==> config.mk <==
export PLATFORM = sky130hd
export DESIGN_NAME = if_fetch_ctrl_flat
export DESIGN_NICKNAME = d
export VERILOG_FILES = /design/src/rtl/if_fetch_ctrl_pkg.sv /design/src/rtl/if_fetch_ctrl_if.sv /design/src/rtl/if_fetch_ctrl_redir_arb.sv /design/src/rtl/if_fetch_ctrl.sv /design/src/flat_wrapper.sv
export SDC_FILE = /design/constraint.sdc
export NUM_CORES = 1
export LEC_CHECK = 0
export ABC_CLOCK_PERIOD_IN_PS = 4200
export BUFFER_PORTS_ARGS = -buffer_cell sky130_fd_sc_hd__buf_2
export CAP_MARGIN = 40
export CORE_AREA = 10 10 159 161
export DETAILED_ROUTE_END_ITERATION = 7
export DIE_AREA = 0 0 169 171
export GPL_ROUTABILITY_DRIVEN = 0
export PLACE_DENSITY = 0.74
export SYNTH_ARGS = -nofsm -noshare
export SYNTH_HDL_FRONTEND = slang
export SYNTH_SLANG_ARGS = --single-unit
==> constraint.sdc <==
create_clock -name clk -period 4.2 [get_ports clk]
set_input_delay 0.21 -clock clk [delete_from_list [all_inputs] [get_ports clk]]
set_output_delay 0.21 -clock clk [all_outputs]
set_load 0.1 [all_outputs]
==> src/rtl/if_fetch_ctrl_pkg.sv <==
// ============================================================================
// Module      : if_fetch_ctrl_pkg
// Description : Shared constants and state encoding for the fetch sequencer.
// Revision    : 1.0 - initial release
// ============================================================================
`default_nettype none

package if_fetch_ctrl_pkg;

   localparam int          INST_ADDR_WIDTH_DEF = 32;
   localparam int          IF_BATCH_SIZE_DEF   = 4;
   localparam logic [31:0] INST_INIT_DEF       = 32'h0000_1000;

   localparam int IF_FETCH_BYTES    = 16;
   localparam int IF_GROUP_OFF_BITS = 4;

   typedef enum logic [1:0] {
      IF_STATE_BOOT = 2'd0,
      IF_STATE_REQ  = 2'd1,
      IF_STATE_WAIT = 2'd2,
      IF_STATE_HOLD = 2'd3
   } if_state_e;

endpackage

`default_nettype wire

==> src/rtl/if_fetch_ctrl_if.sv <==
// ============================================================================
// Module      : if_fetch_ctrl_if
// Description : I$ request/response and instruction-buffer delivery bundle.
// Revision    : 1.0 - initial release
// ============================================================================
`default_nettype none

interface if_fetch_ctrl_if #(
   parameter int ADDR_W = 32,
   parameter int BATCH  = 4
);
   logic                  ic_req_valid;
   logic                  ic_req_ready;
   logic [ADDR_W-1:0]     ic_req_addr;
   logic                  ic_resp_valid;
   logic [32*BATCH-1:0]   ic_resp_data;
   logic                  ib_valid;
   logic                  ib_ready;
   logic [ADDR_W-1:0]     ib_pc;
   logic [32*BATCH-1:0]   ib_insts;
   logic [BATCH-1:0]      ib_mask;

   // Fetch sequencer side
   modport master (
      output ic_req_valid, ic_req_addr, ib_valid, ib_pc, ib_insts, ib_mask,
      input  ic_req_ready, ic_resp_valid, ic_resp_data, ib_ready
   );

   // I$ / instruction-buffer side
   modport slave (
      input  ic_req_valid, ic_req_addr, ib_valid, ib_pc, ib_insts, ib_mask,
      output ic_req_ready, ic_resp_valid, ic_resp_data, ib_ready
   );
endinterface

`default_nettype wire

==> src/rtl/if_fetch_ctrl_redir_arb.sv <==
// ============================================================================
// Module      : if_redir_arb
// Description : Priority select of next fetch PC: exception > branch > predictor
//               > sequential. Redirect targets have bits [1:0] forced to zero.
// Revision    : 1.0 - initial release
// ============================================================================
`default_nettype none

module if_redir_arb #(
   parameter int ADDR_W = 32
) (
   input  wire logic              exc_valid,
   input  wire logic [ADDR_W-1:0] exc_pc,
   input  wire logic              br_valid,
   input  wire logic [ADDR_W-1:0] br_pc,
   input  wire logic              pred_valid,
   input  wire logic [ADDR_W-1:0] pred_pc,
   input  wire logic [ADDR_W-1:0] seq_pc,
   output logic      [ADDR_W-1:0] next_pc,
   output logic                   redirect_hit
);

   always_comb begin
      next_pc      = seq_pc;
      redirect_hit = 1'b0;
      if (exc_valid) begin
         next_pc      = exc_pc;
         redirect_hit = 1'b1;
      end else if (br_valid) begin
         next_pc      = br_pc;
         redirect_hit = 1'b1;
      end else if (pred_valid) begin
         next_pc = pred_pc;
      end
      next_pc[1:0] = 2'b00;
   end

endmodule

`default_nettype wire

==> src/rtl/if_fetch_ctrl.sv <==
// ============================================================================
// Module      : if_fetch_ctrl
// Description : Fetch-stage sequencer: owns fetch PC, issues one group request
//               at a time, tags stale responses and delivers live groups.
//               Optional macro IF_PERF_CNT_EN adds performance counters.
// Revision    : 1.0 - initial release
// ============================================================================
`default_nettype none

module if_fetch_ctrl
   import if_fetch_ctrl_pkg::*;
#(
   parameter int                ADDR_W      = INST_ADDR_WIDTH_DEF,
   parameter int                BATCH       = IF_BATCH_SIZE_DEF,
   parameter logic [ADDR_W-1:0] RESET_PC    = ADDR_W'(INST_INIT_DEF),
   parameter int                BOOT_CYCLES = 2
) (
   input  wire logic              clk,
   input  wire logic              rst_n,
   input  wire logic              exc_redir_valid,
   input  wire logic [ADDR_W-1:0] exc_redir_pc,
   input  wire logic              br_redir_valid,
   input  wire logic [ADDR_W-1:0] br_redir_pc,
   input  wire logic              pred_taken,
   input  wire logic [1:0]        pred_lane,
   input  wire logic [ADDR_W-1:0] pred_target,
   if_fetch_ctrl_if.master        bus
`ifdef IF_PERF_CNT_EN
   ,
   output logic      [31:0]       perf_groups,
   output logic      [31:0]       perf_killed,
   output logic      [31:0]       perf_ib_stall
`endif
);

   localparam int OFF_W  = $clog2(BATCH * 4);
   localparam int LANE_W = $clog2(BATCH);
   localparam int BOOT_W = $clog2(BOOT_CYCLES + 1);
   localparam logic [BOOT_W-1:0] BOOT_LAST = BOOT_W'(BOOT_CYCLES - 1);

   if_state_e             state_q, state_d;
   logic [ADDR_W-1:0]     fetch_pc_q, fetch_pc_d;
   logic [ADDR_W-1:0]     req_pc_q, req_pc_d;
   logic                  kill_q, kill_d;
   logic [BOOT_W-1:0]     boot_cnt_q, boot_cnt_d;
   logic [32*BATCH-1:0]   insts_q, insts_d;
   logic [BATCH-1:0]      mask_q, mask_d;
   logic [ADDR_W-1:0]     ib_pc_q, ib_pc_d;

   logic [ADDR_W-1:0]     seq_pc;
   logic [ADDR_W-1:0]     arb_pc;
   logic                  redir_hit;
   logic [LANE_W-1:0]     first_lane;
   logic [BATCH-1:0]      live_mask;

   assign seq_pc     = {req_pc_q[ADDR_W-1:OFF_W], {OFF_W{1'b0}}} + ADDR_W'(BATCH * 4);
   assign first_lane = req_pc_q[OFF_W-1:2];

   if_redir_arb #(
      .ADDR_W (ADDR_W)
   ) u_redir_arb (
      .exc_valid    (exc_redir_valid),
      .exc_pc       (exc_redir_pc),
      .br_valid     (br_redir_valid),
      .br_pc        (br_redir_pc),
      .pred_valid   (pred_taken),
      .pred_pc      (pred_target),
      .seq_pc       (seq_pc),
      .next_pc      (arb_pc),
      .redirect_hit (redir_hit)
   );

   // Lanes before the entry offset and after a predicted-taken branch are dead
   always_comb begin
      live_mask = '0;
      for (int i = 0; i < BATCH; i++) begin
         live_mask[i] = (i >= int'(first_lane)) && (!pred_taken || (i <= int'(pred_lane)));
      end
   end

   always_comb begin
      state_d    = state_q;
      fetch_pc_d = fetch_pc_q;
      req_pc_d   = req_pc_q;
      kill_d     = kill_q;
      boot_cnt_d = boot_cnt_q;
      insts_d    = insts_q;
      mask_d     = mask_q;
      ib_pc_d    = ib_pc_q;
      case (state_q)
         IF_STATE_BOOT: begin
            boot_cnt_d = boot_cnt_q + BOOT_W'(1);
            if (boot_cnt_q == BOOT_LAST) state_d = IF_STATE_REQ;
            if (redir_hit) fetch_pc_d = arb_pc;
         end
         IF_STATE_REQ: begin
            if (redir_hit) fetch_pc_d = arb_pc;
            if (bus.ic_req_ready) begin
               req_pc_d = fetch_pc_q;
               kill_d   = redir_hit;
               state_d  = IF_STATE_WAIT;
            end
         end
         IF_STATE_WAIT: begin
            if (bus.ic_resp_valid) begin
               kill_d = 1'b0;
               if (redir_hit || kill_q) begin
                  if (redir_hit) fetch_pc_d = arb_pc;
                  state_d = IF_STATE_REQ;
               end else begin
                  insts_d    = bus.ic_resp_data;
                  mask_d     = live_mask;
                  ib_pc_d    = req_pc_q;
                  fetch_pc_d = arb_pc;
                  state_d    = IF_STATE_HOLD;
               end
            end else if (redir_hit) begin
               kill_d     = 1'b1;
               fetch_pc_d = arb_pc;
            end
         end
         IF_STATE_HOLD: begin
            // A flush also clears the buffer, so a coincident ib_ready still counts
            if (redir_hit) begin
               fetch_pc_d = arb_pc;
               state_d    = IF_STATE_REQ;
            end else if (bus.ib_ready) begin
               state_d = IF_STATE_REQ;
            end
         end
      endcase
   end

   always_ff @(posedge clk or negedge rst_n) begin
      if (!rst_n) begin
         state_q    <= IF_STATE_BOOT;
         fetch_pc_q <= RESET_PC;
         req_pc_q   <= RESET_PC;
         kill_q     <= 1'b0;
         boot_cnt_q <= '0;
         insts_q    <= '0;
         mask_q     <= '0;
         ib_pc_q    <= RESET_PC;
      end else begin
         state_q    <= state_d;
         fetch_pc_q <= fetch_pc_d;
         req_pc_q   <= req_pc_d;
         kill_q     <= kill_d;
         boot_cnt_q <= boot_cnt_d;
         insts_q    <= insts_d;
         mask_q     <= mask_d;
         ib_pc_q    <= ib_pc_d;
      end
   end

   assign bus.ic_req_valid = (state_q == IF_STATE_REQ);
   assign bus.ic_req_addr  = {fetch_pc_q[ADDR_W-1:OFF_W], {OFF_W{1'b0}}};
   assign bus.ib_valid     = (state_q == IF_STATE_HOLD);
   assign bus.ib_pc        = ib_pc_q;
   assign bus.ib_insts     = insts_q;
   assign bus.ib_mask      = mask_q;

   resp_only_in_wait: assert property (@(posedge clk) disable iff (!rst_n)
      bus.ic_resp_valid |-> (state_q == IF_STATE_WAIT));

`ifdef IF_PERF_CNT_EN
   logic [31:0] perf_groups_q, perf_groups_d;
   logic [31:0] perf_killed_q, perf_killed_d;
   logic [31:0] perf_ib_stall_q, perf_ib_stall_d;

   always_comb begin
      perf_groups_d   = perf_groups_q;
      perf_killed_d   = perf_killed_q;
      perf_ib_stall_d = perf_ib_stall_q;
      if ((state_q == IF_STATE_HOLD) && bus.ib_ready)  perf_groups_d   = perf_groups_q + 32'd1;
      if ((state_q == IF_STATE_HOLD) && !bus.ib_ready) perf_ib_stall_d = perf_ib_stall_q + 32'd1;
      if ((state_q == IF_STATE_WAIT) && bus.ic_resp_valid && (kill_q || redir_hit))
         perf_killed_d = perf_killed_q + 32'd1;
   end

   always_ff @(posedge clk or negedge rst_n) begin
      if (!rst_n) begin
         perf_groups_q   <= '0;
         perf_killed_q   <= '0;
         perf_ib_stall_q <= '0;
      end else begin
         perf_groups_q   <= perf_groups_d;
         perf_killed_q   <= perf_killed_d;
         perf_ib_stall_q <= perf_ib_stall_d;
      end
   end

   assign perf_groups   = perf_groups_q;
   assign perf_killed   = perf_killed_q;
   assign perf_ib_stall = perf_ib_stall_q;
`endif

endmodule

`default_nettype wire

==> src/flat_wrapper.sv <==
// flat-port wrapper written by rule: the top's interface ports become plain ports
module if_fetch_ctrl_flat import if_fetch_ctrl_pkg::*;
#(
   parameter int                ADDR_W      = INST_ADDR_WIDTH_DEF,
   parameter int                BATCH       = IF_BATCH_SIZE_DEF,
   parameter logic [ADDR_W-1:0] RESET_PC    = ADDR_W'(INST_INIT_DEF),
   parameter int                BOOT_CYCLES = 2
)
  (clk, rst_n, exc_redir_valid, exc_redir_pc, br_redir_valid, br_redir_pc, pred_taken, pred_lane, pred_target, bus_ic_req_valid, bus_ic_req_addr, bus_ib_valid, bus_ib_pc, bus_ib_insts, bus_ib_mask, bus_ic_req_ready, bus_ic_resp_valid, bus_ic_resp_data, bus_ib_ready);
  if_fetch_ctrl_if #(.ADDR_W(ADDR_W), .BATCH(BATCH)) bus_i ();
  input  wire logic clk;
  input  wire logic rst_n;
  input  wire logic exc_redir_valid;
  input  wire logic [ADDR_W-1:0] exc_redir_pc;
  input  wire logic br_redir_valid;
  input  wire logic [ADDR_W-1:0] br_redir_pc;
  input  wire logic pred_taken;
  input  wire logic [1:0] pred_lane;
  input  wire logic [ADDR_W-1:0] pred_target;
  output wire logic [$bits(bus_i.ic_req_valid)-1:0] bus_ic_req_valid;
  output wire logic [$bits(bus_i.ic_req_addr)-1:0] bus_ic_req_addr;
  output wire logic [$bits(bus_i.ib_valid)-1:0] bus_ib_valid;
  output wire logic [$bits(bus_i.ib_pc)-1:0] bus_ib_pc;
  output wire logic [$bits(bus_i.ib_insts)-1:0] bus_ib_insts;
  output wire logic [$bits(bus_i.ib_mask)-1:0] bus_ib_mask;
  input wire logic [$bits(bus_i.ic_req_ready)-1:0] bus_ic_req_ready;
  input wire logic [$bits(bus_i.ic_resp_valid)-1:0] bus_ic_resp_valid;
  input wire logic [$bits(bus_i.ic_resp_data)-1:0] bus_ic_resp_data;
  input wire logic [$bits(bus_i.ib_ready)-1:0] bus_ib_ready;
  assign bus_ic_req_valid = bus_i.ic_req_valid;
  assign bus_ic_req_addr = bus_i.ic_req_addr;
  assign bus_ib_valid = bus_i.ib_valid;
  assign bus_ib_pc = bus_i.ib_pc;
  assign bus_ib_insts = bus_i.ib_insts;
  assign bus_ib_mask = bus_i.ib_mask;
  assign bus_i.ic_req_ready = bus_ic_req_ready;
  assign bus_i.ic_resp_valid = bus_ic_resp_valid;
  assign bus_i.ic_resp_data = bus_ic_resp_data;
  assign bus_i.ib_ready = bus_ib_ready;
  if_fetch_ctrl #(.ADDR_W(ADDR_W), .BATCH(BATCH), .RESET_PC(RESET_PC), .BOOT_CYCLES(BOOT_CYCLES)) u_core (.clk(clk), .rst_n(rst_n), .exc_redir_valid(exc_redir_valid), .exc_redir_pc(exc_redir_pc), .br_redir_valid(br_redir_valid), .br_redir_pc(br_redir_pc), .pred_taken(pred_taken), .pred_lane(pred_lane), .pred_target(pred_target), .bus(bus_i));
endmodule
# Yosys cells after proc, flatten, opt, wreduce, memory -nomap -nowiden
# Cells that the tools add are included.
# W data, S select, Z words.
dict set report totals {
  out_inout_bits 198
  regBits 233
  elab_cells 60
}
dict set report classes {
  n_mux 20
  bitwise 1
  reduce_logical 14
  n_lt_le_gt_ge 6
  eq_ne 9
  n_addsub 2
}
# cell n
set ops {}
lappend ops {{$mux W32} 6}
lappend ops {{$pmux W32 S2} 1}
lappend ops {{$add A32 B5 Y32 const B} 1}
lappend ops {{$mux W2} 6}
lappend ops {{$pmux W2 S4} 1}
lappend ops {{$reduce_and A3 Y1} 2}
lappend ops {{$mux W1} 5}
lappend ops {{$eq A2 B1 Y1 const B} 2}
lappend ops {{$eq A2 B2 Y1 const B} 2}
lappend ops {{$ge A1 B2 Y1 const A} 2}
lappend ops {{$le A2 B2 Y1 const A} 2}
lappend ops {{$logic_or A1 B1 Y1} 4}
lappend ops {{$ne A2 B1 Y1 const B} 2}
lappend ops {{$reduce_and A4 Y1} 1}
lappend ops {{$ne A3 B1 Y1 const B} 1}
lappend ops {{$ne A3 B2 Y1 const B} 1}
lappend ops {{$reduce_or A3 Y1} 1}
lappend ops {{$add A2 B1 Y2 const B} 1}
lappend ops {{$ge A2 B2 Y1 const A} 1}
lappend ops {{$le A1 B2 Y1 const A} 1}
lappend ops {{$logic_and A1 B1 Y1} 2}
lappend ops {{$logic_not A2 Y1} 1}
lappend ops {{$ne A2 B2 Y1 const B} 1}
lappend ops {{$pmux W1 S2} 1}
lappend ops {{other kinds (4)} 4}

# Logic depth before layout (Yosys ltp)
dict set report depth {
  depth_word 8
  mapped_depth 9
}

# Cells and area by module
# Synthesis repeated with hierarchy kept, for this count alone.
dict set report unflattened {
  hier_cells 1121
  area_unflattened_um2 10886.7
}
# mod instances area_each_um2 seq_area_each_um2 cells_each
set modules_own_cells {}
lappend modules_own_cells {if_fetch_ctrl 1 9631.7 5834.3 979}
lappend modules_own_cells {if_redir_arb 1 1255.0 0.0 142}

# Worst setup path before layout
# OpenSTA, ideal clock, no wires.
dict set report synth_path {
  path_type {reg-to-reg}
  from {register u_core.state_q[1]}
  to {register u_core.req_pc_q[10]}
  path_buffers 1
  stages_incl_launch_ff 6
  setup_ps 125
  period_less_slack_ps 2351
  required_time_ps 4075
  arrival_time_ps 2226
  slack_ps 1849
  cell_sequence {dfrtp_1 inv_1 ha_1 nand2_1 buf_1 mux2_2}
}
dict set report synth_between {
  elab_chain_len 2
}
# item line_no
set synth_rtl {}
lappend synth_rtl {{start, declared} if_fetch_ctrl.sv:41} ;# if_state_e state_q, state_d;
lappend synth_rtl {{start signal, assigned} if_fetch_ctrl.sv:145} ;# state_q <= state_d;
lappend synth_rtl {{$eq A2 B1 Y1} n/a}
lappend synth_rtl {{named net bus_ic_req_valid} flat_wrapper.sv:20} ;# output wire logic [$bits(bus_i.ic_req_valid)-1:0] bus_ic_req_valid;
lappend synth_rtl {{$reduce_and A2 Y1 (no line)} n/a}
lappend synth_rtl {{end signal, assigned} if_fetch_ctrl.sv:147} ;# req_pc_q <= req_pc_d;
lappend synth_rtl {{end, declared} if_fetch_ctrl.sv:43} ;# logic [ADDR_W-1:0] req_pc_q, req_pc_d;
# The timed path passes the listed nets, and every way through them passes these cells.
# A chain may end at the register's enable or synchronous reset.

# Worst setup path after layout
dict set report layout_path {
  from {register u_core.state_q[0]}
  to {register u_core.fetch_pc_q[16]}
}
dict set report layout_between {
  elab_chain_len 3
}
# item line_no
set layout_rtl {}
lappend layout_rtl {{$eq A2 B1 Y1 (tied with other cells)} if_fetch_ctrl.sv:90} ;# case (state_q)
lappend layout_rtl {{$reduce_or A3 Y1 (no line)} n/a}
lappend layout_rtl {{$pmux W32 S2 (*)} if_fetch_ctrl.sv:90}
lappend layout_rtl {{named net u_core.fetch_pc_d[16]} if_fetch_ctrl.sv:42} ;# logic [ADDR_W-1:0] fetch_pc_q, fetch_pc_d;
lappend layout_rtl {{end signal, assigned} if_fetch_ctrl.sv:146} ;# fetch_pc_q <= fetch_pc_d;
lappend layout_rtl {{end, declared} if_fetch_ctrl.sv:42}
# Mark *: on every way through the listed nets, which the timed path passes. The rest lies on a longest branch.

==> metrics.yaml <==
run_status:
  status: "completed"
clock_network:
  clock_latency_ns: 0.51
  clk_pin_slew_ns: 0.06
  cts_tree: "done"
  cts_sinks: 233
  post-cts-setup-buffers: 0
  cts_buffers: 25
  cts.repair.resized: 0
  cts_root_buf: "clkbuf_16"
  cts_hold_buf: 141
  clock_path_buffers: 3
  htree_levels: 1
yosys:
  synth.area.top_cells: "dfrtp_1, mux2_2, buf_4"
  syn_area_um2: 10300
  netlist-cell-type-count: 58
  yosysWarnings: 0
  ys_ff_latch: 233
  synth_seq_area_share_pct: 56.8
  avgSynthCellArea_um2: 12.9
  synthCells: 795
  synth.top_cell.area_share_pct: 56.0
  synth-main-ff-cell: "dfrtp_1"
  yosys.area.top_type: "dfrtp_1"
  async_flop_share_pct: 100
  synth-edff-count: 0
critical_path:
  reg2reg_depth: 7
  cp_max_fo: 15
  rrSetupSlack_ns: 1.45
  crit_chain: "inv_1 -> ha_1 -> nand3b_1 -> nand2_1 -> o22ai_1 -> a21oi_1 -> dlygate4sd3_1"
  startpoint_type: "register"
  worst-path-buf-inv: 2
  crit_family: "simple AND/OR/NAND/NOR gates"
  worst_path_max_delay_cell: "nand2_1"
  crit-reg2reg-launch: "u_core.state_q[0]"
  r2r-end: "u_core.fetch_pc_q[16]"
  worstPathRequired_ns: 4.59
  critPathKind: "reg -> reg"
  end_kind: "register"
  max_stage_delay_ns: 0.57
  cp.arrival_ns: 3.14
die:
  coreArea_um2: 22200
  fp.dieW_um: 169
  die-area_um2: 28900
  ios: 432
  row_count: 55
  die_height_um: 171
  start_util_pct: 46.2
timing:
  finalClockSkew_ns: 0.0100
  finalHoldViolCount: 0
  fmax_ghz: 0.363
  setup_viol_count_final: 0
  tns_ns: 0
  finalCritPeriodShare_pct: 65.5
  grt_setup_unrepaired: "false"
  post-route-min-period_ns: 2.75
  drv_slew: 0
  slew-limit-headroom_pct: 33.6
  tightest_slew_ns: 0.995
global_routing:
  grt_max_degree: 130
  track_usage_pct: 24.5
  grt_pass1_vias: 9337
  grt_pass1_wl_um: 55500
  grt_overflow: 0
  grt_antenna_before_repair: 13
routing:
  drc: 0
  wl_met3_um: 3430
  met2_wirelength_um: 19400
  antenna_left: 0
  drt-total-wl_um: 37700
  wl_met1_um: 13700
  num_vias: 8682
  vias_per_cell: 5.31
  dr.max_layer_used: "met5"
  wl_per_cell_um: 23.0
  drtIter0Drc: 580
  dr.pass1.iters: 5
hold_path:
  hold_end: "u_core.fetch_pc_q[9]"
  hold_class: "in -> reg"
  holdPathStages: 3
  worstHoldStart: "pred_target[9]"
flow_run:
  max_cap_violations: 0
final_layout:
  synthToLayoutAreaGrowth_pct: 43.0
  fillCellCount: 1659
  layout.nets: 1567
  drive_above_1_share_pct: 50.0
placed_design:
  place_hpwl_um: 25400
  io_buffers: 421
[routing by layer]
layer / track usage [%] / vias up
met1: 27.1 / 4254
met5: 0 / -
met2: 43.4 / 434
met4: 9.01 / 2
li1: - / 3911
met3: 7.69 / 81
[stage by stage]
step,util (%),worst slack (ns),std cells,cell area [um2],hold WS (ns)
after global routing,66.1,1.33,1635,14700,0.0125
after CTS,66.0,1.50,1626,14700,0.00358
after global placement,56.0,1.64,1441,12500,0.377
after floorplan,-,1.85,798,10300,-0.0856
final,66.1,1.45,1636,14700,0.0207
after detailed placement,56.1,1.64,1442,12500,0.373
[cell type report]
class	count	area, um2	share of cell area (%)
antenna	10	25.0	0.170
tap	285	357	2.43
sequential	233	5830	39.7
inverter	10	37.5	0.256
multi-input combinational	481	4000	27.2
clock buffer	38	694	4.73
clock inverter	5	80.1	0.545
timing repair buffer	574	3660	24.9
[cells by family (layout without fill, tap and decap cells)]
group	count (synthesis)	after routing	share of synthesized area (%)
AO/OA/AOI/OAI	115	115	7.54
buffers and inverters	84	627	4.47
multiplexers	195	195	21.3
other	1	14	0.0365
XOR/XNOR	25	25	2.13
adder cells (fa/ha/maj)	8	8	0.974
AND/OR/NAND/NOR	134	134	6.75
flip-flops	233	233	56.8
[cells in the final DEF (no fill, tap or decap), drive strengths merged, types with 6 or more instances in the layout]
cell / synthesis / layout
a21oi: 23 / 23
a221o: 7 / 7
a221oi: 14 / 14
and3: 8 / 8
buf: 56 / 433
clkbuf: 18 / 38
dfrtp: 230 / 230
diode: 0 / 10
dlygate4sd3: 0 / 141
ha: 8 / 8
inv: 8 / 8
mux2: 191 / 191
nand2: 40 / 40
nand2b: 6 / 6
nand3: 11 / 11
nand4: 10 / 10
nor2: 24 / 24
nor3: 16 / 16
o21ai: 27 / 27
o22ai: 9 / 9
o31ai: 11 / 11
xnor2: 10 / 10
xor2: 15 / 15
[cell usage after synthesis (3+ instances only)]
library cell and n:
mux2i_1 4, a221o_1 7, a21oi_1 23, dfrtp_1 230, a211oi_1 3, nor2_1 23
nand4_1 9, nand3_1 10, a22oi_1 4, buf_1 6, mux2_2 191, xnor2_1 10
dfstp_2 3, nand2b_1 6, o31ai_1 11, xor2_1 15, and3_1 8, buf_2 18
buf_4 32, o22ai_1 9, o21ai_0 25, ha_1 8, nand2_1 40, nor3_1 16
a221oi_1 14, clkbuf_1 17, inv_1 8
[worst max path at each step]
stage                      start                       end  slack, ns  cells past startpoint
3_5_place_dp   u_core.state_q[0]     u_core.fetch_pc_q[17]       1.64                      8
3_3_place_gp     exc_redir_valid  u_core.bus.ib_insts[119]       1.64                      5
4_1_cts        u_core.state_q[0]     u_core.fetch_pc_q[20]       1.50                      7
5_1_grt        u_core.state_q[0]     u_core.fetch_pc_q[25]       1.33                      8
6_report       u_core.state_q[0]     u_core.fetch_pc_q[16]       1.45                      7
2_1_floorplan  u_core.state_q[1]       u_core.req_pc_q[10]       1.85                      5
[worst reg2reg max path, stage by stage (launching register included)]
cell	delay, ns
dfrtp_1	0.42
inv_1	0.11
ha_1	0.22
nand3b_1	0.38
nand2_1	0.57
o22ai_1	0.29
a21oi_1	0.07
dlygate4sd3_1	0.57
[state kept, by name, summed over array words and instances (netlist names)]
signal,count
u_core.state_q,2
u_core.req_pc_q,32
u_core.bus.ib_pc,32
u_core.bus.ib_mask,4
u_core.kill_q,1
u_core.fetch_pc_q,32
u_core.bus.ib_insts,128
u_core.boot_cnt_q,2
Power is left out: the tool's default activity adds up to more than one toggle a clock period on the data nets, which glitch-free logic cannot reach.
